## src/rtl/bcm_matrix_driver.sv

```systemverilog
// Column-scan LED matrix driver. Each column's pixels are shifted out once per bit-plane, and
// each plane is displayed for a time proportional to its binary weight (BCM), with global dimming.
module bcm_matrix_driver #(
    parameter int NUM_COLS = 16,
    parameter int ROW_BITS = 64,
    parameter int PIXEL_W  = 8,
    parameter int DIM_W    = 8,
    localparam int COL_W   = (NUM_COLS > 1) ? $clog2(NUM_COLS) : 1,
    localparam int ADDR_W  = (NUM_COLS * ROW_BITS > 1) ? $clog2(NUM_COLS * ROW_BITS) : 1
) (
    input  logic              clk_50,
    input  logic              reset,
    input  logic              enable,
    input  logic              frame_hold,
    input  logic [DIM_W-1:0]  dim,
    output logic [ADDR_W-1:0] pix_addr,
    input  logic [PIXEL_W-1:0] pix_data,
    output logic [COL_W-1:0]  cols,
    output logic              sclk,
    output logic              sdi,
    output logic              le,
    output logic              oe,
    output logic              frame_done,
    output logic              busy
);

    localparam int PLANE_W = (PIXEL_W > 1) ? $clog2(PIXEL_W) : 1;
    localparam int SHOW_W  = PIXEL_W + DIM_W;
    localparam int SH_W    = $clog2(2 * ROW_BITS + 1);

    localparam logic [SH_W-1:0]    SH_LAST      = SH_W'(2 * ROW_BITS);
    localparam logic [SH_W-1:0]    SH_LAST_ADDR = SH_W'(2 * ROW_BITS - 1);
    localparam logic [PLANE_W-1:0] PLANE_LAST   = PLANE_W'(PIXEL_W - 1);
    localparam logic [COL_W-1:0]   COL_LAST     = COL_W'(NUM_COLS - 1);

    localparam logic [1:0] S_IDLE  = 2'd0;
    localparam logic [1:0] S_SHIFT = 2'd1;
    localparam logic [1:0] S_LATCH = 2'd2;
    localparam logic [1:0] S_SHOW  = 2'd3;

    logic [1:0]         state_reg;
    logic [COL_W-1:0]   col_reg;
    logic [PLANE_W-1:0] plane_reg;
    logic [SH_W-1:0]    sh_cnt_reg;
    logic [SHOW_W-1:0]  show_cnt_reg;
    logic [ADDR_W-1:0]  addr_reg;
    logic [DIM_W-1:0]   dim_reg;
    logic               sdi_reg;
    logic               frame_done_reg;

    // Last SHOW count for each plane: (2**b << DIM_W) - 1.
    logic [SHOW_W-1:0] show_last_tbl [PIXEL_W];
    logic [SHOW_W-1:0] show_last;

    for (genvar gi = 0; gi < PIXEL_W; gi++) begin : g_slot_len
        assign show_last_tbl[gi] = SHOW_W'((64'(1) << (gi + DIM_W)) - 64'(1));
    end

    assign show_last = show_last_tbl[plane_reg];

    function automatic logic [ADDR_W-1:0] col_base(input logic [COL_W-1:0] c);
        return ADDR_W'(int'(c) * ROW_BITS);
    endfunction

    always_ff @(posedge clk_50) begin
        if (reset) begin
            state_reg      <= S_IDLE;
            col_reg        <= '0;
            plane_reg      <= '0;
            sh_cnt_reg     <= '0;
            show_cnt_reg   <= '0;
            addr_reg       <= '0;
            dim_reg        <= '0;
            sdi_reg        <= 1'b0;
            frame_done_reg <= 1'b0;
        end else begin
            frame_done_reg <= 1'b0;
            case (state_reg)
                S_IDLE: begin
                    if (enable && !frame_hold) begin
                        state_reg  <= S_SHIFT;
                        col_reg    <= '0;
                        plane_reg  <= '0;
                        sh_cnt_reg <= '0;
                        addr_reg   <= col_base('0);
                    end
                end
                S_SHIFT: begin
                    // Odd counts are the sclk-low cycles; the bit shown there is held through the high cycle.
                    if (sh_cnt_reg[0]) begin
                        sdi_reg <= pix_data[plane_reg];
                    end
                    if (sh_cnt_reg[0] && (sh_cnt_reg < SH_LAST_ADDR)) begin
                        addr_reg <= addr_reg + 1'b1;
                    end
                    if (sh_cnt_reg == SH_LAST) begin
                        state_reg <= S_LATCH;
                    end else begin
                        sh_cnt_reg <= sh_cnt_reg + 1'b1;
                    end
                end
                S_LATCH: begin
                    state_reg    <= S_SHOW;
                    show_cnt_reg <= '0;
                    dim_reg      <= dim;
                end
                S_SHOW: begin
                    show_cnt_reg <= show_cnt_reg + 1'b1;
                    if (show_cnt_reg == show_last) begin
                        sh_cnt_reg <= '0;
                        if (plane_reg != PLANE_LAST) begin
                            plane_reg <= plane_reg + 1'b1;
                            addr_reg  <= col_base(col_reg);
                            state_reg <= S_SHIFT;
                        end else begin
                            plane_reg <= '0;
                            if (col_reg != COL_LAST) begin
                                col_reg   <= col_reg + 1'b1;
                                addr_reg  <= col_base(col_reg + 1'b1);
                                state_reg <= S_SHIFT;
                            end else begin
                                frame_done_reg <= 1'b1;
                                if (frame_hold || !enable) begin
                                    state_reg <= S_IDLE;
                                end else begin
                                    col_reg   <= '0;
                                    addr_reg  <= col_base('0);
                                    state_reg <= S_SHIFT;
                                end
                            end
                        end
                    end
                end
                default: state_reg <= S_IDLE;
            endcase
        end
    end

    // pix_data arrives in the low cycle itself, so sdi passes it straight through there.
    assign sdi        = (state_reg == S_SHIFT && sh_cnt_reg[0]) ? pix_data[plane_reg] : sdi_reg;
    assign sclk       = (state_reg == S_SHIFT) && !sh_cnt_reg[0] && (sh_cnt_reg != '0);
    assign le         = (state_reg == S_LATCH);
    assign oe         = (state_reg == S_SHOW) && (show_cnt_reg[DIM_W-1:0] < dim_reg);
    assign busy       = (state_reg != S_IDLE);
    assign pix_addr   = addr_reg;
    assign cols       = col_reg;
    assign frame_done = frame_done_reg;

endmodule

```

## config.mk

```make
export PLATFORM = sky130hd
export DESIGN_NAME = bcm_matrix_driver
export DESIGN_NICKNAME = d
export VERILOG_FILES = /design/src/rtl/bcm_matrix_driver.sv
export SDC_FILE = /design/constraint.sdc
export NUM_CORES = 1
export LEC_CHECK = 0
export BUFFER_PORTS_ARGS = -buffer_cell sky130_fd_sc_hd__buf_2
export CORE_MARGIN = 2
export CORE_UTILIZATION = 63
export DETAILED_ROUTE_END_ITERATION = 10
export PLACE_DENSITY_LB_ADDON = 0.08
export SYNTH_ARGS = -nofsm -noshare
export SYNTH_HDL_FRONTEND = slang
export SYNTH_SLANG_ARGS = --single-unit
```

## constraint.sdc

```tcl
create_clock -name clk_50 -period 5.3 [get_ports clk_50]
set_input_delay 1.06 -clock clk_50 [delete_from_list [all_inputs] [get_ports clk_50]]
set_output_delay 1.06 -clock clk_50 [all_outputs]
set_load 0.1 [all_outputs]
```

==> results of run 1 <==
-- path summary, 6_finish.rpt --
kind,endpoint,startpoint,cells past startpoint,slack (ps)
worst min-delay path,show_cnt_reg[15],show_cnt_reg[15],2,480
worst max register to register,sh_cnt_reg[5],plane_reg[1],8,2430
worst max-delay path,oe,state_reg[1],5,1590
worst min register to register,show_cnt_reg[15],show_cnt_reg[15],2,480
-- cell type report --
| type | count | area, sq um |
|---|---|---|
| clock buffer | 7 | 86.33 |
| timing repair buffer | 39 | 195.2 |
| fill | 436 | 1483 |
| tap | 70 | 87.58 |
| inverter | 26 | 97.59 |
| sequential | 53 | 1061 |
| multi-input combinational | 302 | 2097 |
-- layer usage --
metal	vias up	routed length [um]	track usage (%)
met1	1468	3316	32.07
met3	11	327	4.118
met5	-	0	0
li1	1536	-	-
met2	90	3828	48.42
met4	0	94	9.455
-- cells in the final DEF (no fill, tap or decap), types with 7 or more instances in the layout --
| cell type | synthesis | routed |
|---|---|---|
| dfxtp_1 | 53 | 53 |
| buf_2 | 0 | 39 |
| nor2_1 | 34 | 34 |
| nand3_1 | 32 | 32 |
| inv_1 | 25 | 25 |
| a21oi_1 | 22 | 22 |
| ha_1 | 22 | 22 |
| nand2_1 | 18 | 18 |
| o21ai_0 | 15 | 15 |
| and3_1 | 15 | 15 |
| mux2i_1 | 14 | 14 |
| nor3_1 | 12 | 12 |
| o211ai_1 | 9 | 9 |
| a31oi_1 | 7 | 7 |
| nand4_1 | 7 | 7 |
| or2_2 | 7 | 7 |
-- metrics by stage --
stage               std cells  utilization [%]  power [W]  hold WS, ps  setup WS (ps)
floorplan                 402                -  0.0007837        452.1           1179
global placement          490            69.28  0.0008527        464.2           2072
detailed placement        490            69.28  0.0008605        470.8           1941
CTS                       497            70.97   0.001091        482.6           1607
global route              497            70.97   0.001152        524.6           1381
finish                    497            70.97   0.001093        479.4           1585
-- synth_stat cells, types with 7 or more instances --
cell	instances
nand4_1	7
nor3_1	12
mux2i_1	14
ha_1	22
inv_1	25
dfxtp_1	53
o21ai_0	15
nor2_1	34
and3_1	15
clkbuf_1	17
a21oi_1	22
o211ai_1	9
or2_2	7
nand2_1	18
nand3_1	32
a31oi_1	7
-- worst min-delay path, stage by stage, from the launching register on --
cell and delay, ps:
dfxtp_1 320, nand3_1 60, a21oi_1 50
-- power breakdown --
part	leakage, nW	internal [W]	switching [W]
Combinational	0.925	0.000119	0.000301
Clock	0.0443	0.000104	0.000132
Sequential	0.427	0.000417	0.0000194
-- cells by family after synthesis --
group                    after synthesis
buffers and inverters                 47
AND/OR/NAND/NOR                      161
AO/OA/AOI/OAI                         96
adder cells (fa/ha/maj)               22
XOR/XNOR                               6
multiplexers                          17
flip-flops                            53
==> flow_metrics.py, run 1 <==
metrics = {
    "clocking": {
        "root_buffer": "clkbuf_8",
        "cts_resized": 0,
        "htreeDepth": 2,
        "clkTransAtPathRegs_ps": 90,
        "numCtsBuffers": 5,
        "cts_tree": "done",
        "postCtsHoldBufs": 0,
        "cts_setup_buffers": 0,
        "clock_path_buffers": 2,
        "insertion_delay_ps": 320,
        "cts_sinks": 53,
    },
    "yosys": {
        "syn_inst": 402,
        "synth_fp_nets": 444,
        "synth_compound_area_share_pct": 20.93,
        "synth_area_leader_cell": "dfxtp_1",
        "async_flop_share_pct": 0,
        "yosysSeqAreaShare_pct": 31.75,
        "synth.area.top_cells": "dfxtp_1, ha_1, nand3_1",
        "netlist.area_leader.share_pct": 31.75,
        "synthAdderAreaFrac_pct": 8.237,
        "synth.distinct_cells": 58,
        "synth_top_family_by_area": "simple AND/OR/NAND/NOR gates",
        "synth-main-ff-cell": "dfxtp_1",
        "synth-simple-area-share_pct": 26.13,
        "synth-xor-area-share_pct": 1.572,
        "muxShareOfSynthArea_pct": 5.878,
        "postSynthAreaPerCell_sq_um": 8.313,
        "syn-cell-area_sq_um": 3342,
        "yosysWarnings": 0,
        "synth_edf_count": 0,
        "synth-seq-cells": 53,
    },
    "die": {
        "dieWidth_um": 76.84,
        "start_util_pct": 65.43,
        "num_rows": 26,
        "die_y_um": 76.84,
        "dieArea_sq_um": 5904,
        "core_area_sq_um": 5107,
        "pin_count": 40,
    },
    "grt": {
        "grt_max_degree": 53,
        "grt_pass1_wl_um": 13260,
        "grt.total_usage_pct": 26.80,
        "grt_overflow": 0,
        "antenna_found_initial": 0,
        "grt_pass1_vias": 3010,
    },
    "route": {
        "first_iter_violations": 212,
        "drtPass1Iterations": 5,
        "num_vias": 3105,
        "wl_per_cell_um": 15.22,
        "drc": 0,
        "avgViaCountPerCell": 6.247,
        "totalWireLength_um": 7566,
        "antenna_left": 0,
    },
    "setup_path": {
        "cp_cell_sequence": "ha_1 -> inv_1 -> a211o_1 -> a31oi_1 -> buf_2",
        "critical-path-slowest-cell": "ha_1",
        "cp-start-kind": "flip-flop",
        "crit_family": "buffers and inverters",
        "cpPeakStageDelay_ps": 610,
        "path_class": "flip-flop to primary output",
        "worst_setup_path_end_kind": "primary output",
        "required_ps": 4240,
        "crit_buf_inv": 2,
        "cp_max_fo": 19,
        "cp.arrival_ps": 2650,
    },
    "timing": {
        "fmax_mhz": 269.2,
        "finalClockSkew_ps": 14.56,
        "min_period_over_period_pct": 70.09,
        "rsz0062_at_grt": "false",
        "post-route-min-period_ps": 3715,
        "worst_pin_slew_ps": 1022,
        "max-slew-margin-rel_pct": 31.84,
        "finalSetupViolations": 0,
        "drv_slew": 0,
        "hold_viol_final": 0,
        "fin_setup_tns_ps": 0,
    },
    "pwr": {
        "p_leak_nw": 1.397,
        "irDropWorstVdd_uv": 182.7,
        "power.density_nw_per_um2": 301.6,
    },
    "finish": {
        "antenna_cells": 0,
        "fin_nets": 469,
        "drive_above_1_share_pct": 15.69,
        "largest_register_ffs": 16,
        "area_delta_synth_final_pct": 8.461,
        "final_area_sq_um": 3625,
    },
    "worst_hold_path": {
        "min_path_type": "flip-flop to flip-flop",
    },
    "run_status": {
        "status": "finished, final reports clean",
    },
    "placed_design": {
        "placed_area_sq_um": 3538,
        "dp_hpwl_um": 5315,
        "place.gp.congestion": 0.8459,
        "io_buffers": 39,
    },
    "flow_run": {
        "cap_violations": 0,
    },
}
(Power assumes the default switching activity.)
==> run 2, diff against run 1 <==
--- a/config.mk
+++ b/config.mk
@@ -7,7 +7,7 @@
 export LEC_CHECK = 0
 export BUFFER_PORTS_ARGS = -buffer_cell sky130_fd_sc_hd__buf_2
 export CORE_MARGIN = 2
-export CORE_UTILIZATION = 63
+export CORE_UTILIZATION = 53
 export DETAILED_ROUTE_END_ITERATION = 10
 export PLACE_DENSITY_LB_ADDON = 0.08
 export SYNTH_ARGS = -nofsm -noshare
==> constraint.sdc (replaced) <==
create_clock -name clk_50 -period 3.1 [get_ports clk_50]
set_input_delay 0.62 -clock clk_50 [delete_from_list [all_inputs] [get_ports clk_50]]
set_output_delay 0.62 -clock clk_50 [all_outputs]
set_load 0.1 [all_outputs]
==> flow_metrics.py, run 2 (same netlist as run 1, synthesis figures left out) <==
metrics = {
    "grt": {
        "grt.total_usage_pct": 22.87,
        "grt_max_degree": 39,
        "grt_pass1_vias": 2865,
        "grt_overflow": 0,
        "antenna_found_initial": 0,
        "grt_pass1_wl_um": 13280,
    },
    "timing": {
        "layout_setup_ws_ps": 233.2,
        "rsz0062_at_grt": "false",
        "min_period_over_period_pct": 92.48,
        "worst_pin_slew_ps": 680.1,
        "hold_viol_final": 0,
        "finalSetupViolations": 0,
        "fin_setup_tns_ps": 0,
        "holdWs_ps": 488.0,
        "fmax_mhz": 348.8,
        "drv_slew": 0,
        "post-route-min-period_ps": 2867,
        "finalClockSkew_ps": 9.861,
        "max-slew-margin-rel_pct": 54.45,
    },
    "clocking": {
        "cts_sinks": 53,
        "insertion_delay_ps": 320,
        "numCtsBuffers": 5,
        "root_buffer": "clkbuf_8",
        "cts_tree": "done",
        "htreeDepth": 2,
        "clkTransAtPathRegs_ps": 100,
        "clock_path_buffers": 2,
    },
    "finish": {
        "area_delta_synth_final_pct": 11.16,
        "final_cell_mix": "dfxtp_1, buf_2, nor2_1, nand3_1, inv_1",
        "final_area_sq_um": 3715,
        "final_common_cell": "dfxtp_1",
        "drive_above_1_share_pct": 17.55,
        "antenna_cells": 0,
        "largest_register_ffs": 16,
        "fin_nets": 474,
    },
    "pwr": {
        "p_leak_nw": 1.433,
        "irDropWorstVdd_uv": 423.1,
        "power.density_nw_per_um2": 529.5,
    },
    "setup_path": {
        "cp.depth": 7,
        "rr_worst_depth": 8,
        "worstReg2RegStart": "plane_reg[1]",
        "cp_common_cell": "a21o_1",
        "critical-path-slowest-cell": "dfxtp_1",
        "required_ps": 2480,
        "cp.arrival_ps": 2250,
        "crit_family": "compound AO/OA/AOI/OAI gates",
        "worstSetupStartpoint": "show_cnt_reg[1]",
        "cp_cell_sequence": "ha_1 -> a21o_1 -> a21o_1 -> a211oi_1 -> o21bai_1 -> a31oi_2 -> clkbuf_4",
        "crit_buf_inv": 1,
        "endpoint": "oe",
        "cpPeakStageDelay_ps": 440,
        "worst_setup_path_end_kind": "primary output",
        "cp-start-kind": "flip-flop",
        "path_class": "flip-flop to primary output",
        "cp_max_fo": 6,
        "r2r_end": "sh_cnt_reg[5]",
        "regToRegSetupSlack_ps": 290,
    },
    "placed_design": {
        "io_buffers": 39,
        "placed_area_sq_um": 3601,
        "post-place-ws_ps": 317.3,
        "dp_hpwl_um": 5637,
        "place.gp.congestion": 0.9089,
    },
    "die": {
        "core_area_sq_um": 5991,
        "start_util_pct": 55.79,
        "dieWidth_um": 83.41,
        "die_y_um": 83.41,
        "pin_count": 40,
        "num_rows": 28,
        "dieArea_sq_um": 6956,
    },
    "route": {
        "antenna_left": 0,
        "drtPass1Iterations": 4,
        "avgViaCountPerCell": 5.980,
        "totalWireLength_um": 7672,
        "wl_per_cell_um": 15.10,
        "first_iter_violations": 109,
        "drc": 0,
        "num_vias": 3038,
    },
    "run_status": {
        "status": "finished, final reports clean",
    },
    "worst_hold_path": {
        "min_path_type": "flip-flop to flip-flop",
    },
    "flow_run": {
        "cap_violations": 0,
    },
}
-- run 2: cell types whose count changed in the layout (fill, tap and decap cells not counted), sizes merged --
cell / change
buf: +4
bufinv: +1
clkinv: +1
-- run 2: report_power, final --
part           leakage, nW  internal (W)  switching (W)  total [W]
combinational        0.950      0.000219       0.000522   0.000742
clock               0.0554      0.000243       0.000235   0.000478
sequential           0.427      0.000713      0.0000340   0.000747
-- run 2: worst reg2reg max path: cells and delay by family (launching register included) --
family / cells / cell delay [ps]
simple gates: 3 / 1150
compound gates: 2 / 560
flops: 1 / 480
fa+ha+maj: 1 / 220
xor+xnor: 1 / 180
buf+inv: 1 / 110
-- run 2: stage by stage --
| stage | power, W | utilization (%) | std cells |
|---|---|---|---|
| finish | 0.001967 | 62.01 | 508 |
| floorplan | 0.001347 | - | 402 |
| global route | 0.002098 | 62.01 | 508 |
| detailed placement | 0.001499 | 60.11 | 500 |
| global placement | 0.001487 | 60.11 | 500 |
| CTS | 0.001979 | 61.97 | 508 |
-- run 2: how the worst min path moves through the flow --
stage	start	depth (start not counted)	to	slack (ps)
floorplan	show_cnt_reg[15]	2	show_cnt_reg[15]	450
global placement	show_cnt_reg[15]	2	show_cnt_reg[15]	470
detailed placement	show_cnt_reg[15]	2	show_cnt_reg[15]	480
CTS	show_cnt_reg[15]	2	show_cnt_reg[15]	490
global route	pix_addr[9]	2	pix_addr[9]	520
finish	show_cnt_reg[15]	2	show_cnt_reg[15]	490
-- run 2: timing repair --
item | CTS | global route
setup endpoints to repair | 0 | 1
setup buffers | 0 | 0
hold buffers | 0 | 0
resized for setup | 0 | 1
endpoints found under the hold margin | 0 | 0
-- run 2: final cells by class --
cell class | instances | area [sq um]
multi-input combinational | 302 | 2116
inverter | 26 | 97.59
sequential | 53 | 1061
tap | 75 | 93.84
fill | 546 | 2276
timing repair buffer | 44 | 235.2
clock inverter | 2 | 38.79
clock buffer | 6 | 72.57
-- run 2: layer usage --
layer / GRT usage, % / vias up / wire length (um)
li1: - / 1539 / -
met1: 28.65 / 1434 / 3549
met2: 39.81 / 58 / 3745
met3: 4.871 / 7 / 293
met4: 5.961 / 0 / 83
met5: 0 / - / 0
==> run 3, diff against run 2 <==
--- a/config.mk
+++ b/config.mk
@@ -6,8 +6,8 @@
 export NUM_CORES = 1
 export LEC_CHECK = 0
 export BUFFER_PORTS_ARGS = -buffer_cell sky130_fd_sc_hd__buf_2
-export CORE_MARGIN = 2
-export CORE_UTILIZATION = 53
+export CORE_MARGIN = 5
+export CORE_UTILIZATION = 59
 export DETAILED_ROUTE_END_ITERATION = 10
 export PLACE_DENSITY_LB_ADDON = 0.08
 export SYNTH_ARGS = -nofsm -noshare
==> constraint.sdc (replaced) <==
create_clock -name clk_50 -period 2.7 [get_ports clk_50]
set_input_delay 0.54 -clock clk_50 [delete_from_list [all_inputs] [get_ports clk_50]]
set_output_delay 0.54 -clock clk_50 [all_outputs]
set_load 0.1 [all_outputs]
==> flow_metrics.py, run 3 (same netlist as run 1, synthesis figures left out) <==
metrics = {
    "setup_path": {
        "required_ps": 2160,
        "cp_common_cell": "a21o_1",
        "cp.arrival_ps": 2090,
        "path_class": "flip-flop to primary output",
        "critical-path-slowest-cell": "dfxtp_2",
        "cp-start-kind": "flip-flop",
        "cpPeakStageDelay_ps": 360,
        "cp_cell_sequence": "ha_1 -> a21o_1 -> a21o_1 -> a211oi_2 -> o21bai_1 -> a31oi_4 -> buf_12",
        "worst_setup_path_end_kind": "primary output",
        "regToRegSetupSlack_ps": 180,
        "cp_max_fo": 6,
    },
    "clocking": {
        "cts_setup_buffers": 0,
        "clock_path_buffers": 2,
        "root_buffer": "clkbuf_8",
        "clkTransAtPathRegs_ps": 100,
        "cts_sinks": 53,
        "numCtsBuffers": 5,
        "cts_tree": "done",
        "htreeDepth": 2,
        "insertion_delay_ps": 310,
    },
    "finish": {
        "largest_register_ffs": 16,
        "final_common_cell": "dfxtp_1",
        "fillers": 461,
        "antenna_cells": 0,
        "area_delta_synth_final_pct": 13.03,
        "final_cell_mix": "dfxtp_1, buf_2, nor2_1, nand3_1, inv_1",
        "drive_above_1_share_pct": 19.31,
        "fin_nets": 477,
    },
    "pwr": {
        "sequentialPowerShare_pct": 37.1,
        "intPower_w": 0.001362,
        "power_frac_comb_pct": 39.2,
        "p_sw_w": 0.0009312,
        "power.density_nw_per_um2": 607.0,
        "clockPowerShare_pct": 23.7,
        "netSwitchingFraction_pct": 40.61,
        "p_leak_nw": 1.457,
        "irDropWorstVdd_uv": 409.1,
    },
    "die": {
        "num_rows": 27,
        "dieWidth_um": 85.26,
        "die_y_um": 85.26,
        "pin_count": 40,
        "dieArea_sq_um": 7269,
        "core_area_sq_um": 5507,
        "start_util_pct": 60.69,
    },
    "timing": {
        "worst_pin_slew_ps": 701.4,
        "finalSetupViolations": 0,
        "max-slew-margin-rel_pct": 53.19,
        "fin_setup_tns_ps": 0,
        "min_period_over_period_pct": 97.23,
        "fmax_mhz": 380.9,
        "holdWs_ps": 459.9,
        "drv_slew": 0,
        "post-route-min-period_ps": 2625,
        "finalClockSkew_ps": 7.569,
        "hold_viol_final": 0,
    },
    "grt": {
        "grt.total_usage_pct": 21.99,
        "grtUsageMet2_pct": 39.62,
        "grt.met1_usage_pct": 26.75,
        "grt_pass1_wl_um": 13460,
        "grtUsageMet3_pct": 3.301,
        "grt_overflow": 0,
        "grt_pass1_vias": 3014,
        "grt_max_degree": 35,
        "antenna_found_initial": 0,
        "busiest_layer": "met2",
    },
    "placed_design": {
        "dp_hpwl_um": 5689,
        "place.gp.congestion": 0.8794,
        "io_buffers": 39,
    },
    "route": {
        "first_iter_violations": 179,
        "totalWireLength_um": 7890,
        "drc": 0,
        "num_vias": 3123,
        "avgViaCountPerCell": 6.160,
        "wl_per_cell_um": 15.56,
        "drtPass1Iterations": 4,
        "antenna_left": 0,
    },
    "run_status": {
        "status": "finished, final reports clean",
    },
    "worst_hold_path": {
        "min_path_type": "primary input to flip-flop",
    },
    "flow_run": {
        "cap_violations": 0,
    },
}
-- run 3: per-layer routing --
layer | part of all wire [%] | wire, um
met1 | 44 | 3436
met2 | 51 | 4032
met3 | 4.3 | 336
met4 | 1.1 | 84
met5 | 0 | 0
-- run 3: per-stage QoR --
stage               utilization, %  instance area (sq um)  total power (W)  cells  setup WS, ps
floorplan                        -                   3369         0.001554    402        -67.28
global placement             66.44                   3659         0.001728    500         264.9
detailed placement           66.44                   3659         0.001743    500         163.3
CTS                          68.39                   3766         0.002290    507         41.59
global route                 68.60                   3777         0.002430    507        -25.66
finish                       68.60                   3777         0.002293    507         74.68
-- run 3: power groups by stage --
stage | clock network, W | registers, W | logic [W]
after floorplan | 0 | 0.000885 | 0.000668
after global placement | 0 | 0.000869 | 0.000860
after detailed placement | 0 | 0.000870 | 0.000874
after CTS | 0.000557 | 0.000851 | 0.000881
after global routing | 0.000585 | 0.000857 | 0.000988
final | 0.000543 | 0.000852 | 0.000898
-- run 3: final timing paths --
check | from | to | cells past startpoint
worst max-delay path | show_cnt_reg[1] | oe | 7
worst min-delay path | dim[1] | dim_reg[1] | 3
worst max register to register | plane_reg[2] | sh_cnt_reg[5] | 8
worst min register to register | show_cnt_reg[15] | show_cnt_reg[15] | 2
-- run 3: critical path: cells and delay by family, from the launching register on --
| kind | cells | cell delay, ps |
|---|---|---|
| adder cells (fa/ha/maj) | 1 | 290 |
| flip-flops | 1 | 360 |
| buffers and inverters | 1 | 190 |
| AO/OA/AOI/OAI | 5 | 930 |
-- run 3: final cells by class --
| class | count | area, sq um | share of cell area [%] |
|---|---|---|---|
| repair buffers | 47 | 285.3 | 7.552 |
| inverters | 26 | 97.59 | 2.584 |
| multi-input cells | 302 | 2132 | 56.44 |
| well taps | 72 | 90.09 | 2.385 |
| flip-flops and latches | 53 | 1065 | 28.19 |
| clock inverters | 2 | 38.79 | 1.027 |
| clock buffers | 5 | 68.82 | 1.822 |
-- run 3: repair_timing --
| action | in CTS | in global routing |
|---|---|---|
| resized for setup | 0 | 5 |
| hold buffers | 0 | 0 |
| setup endpoints to repair | 0 | 9 |
| hold endpoints to repair | 0 | 0 |
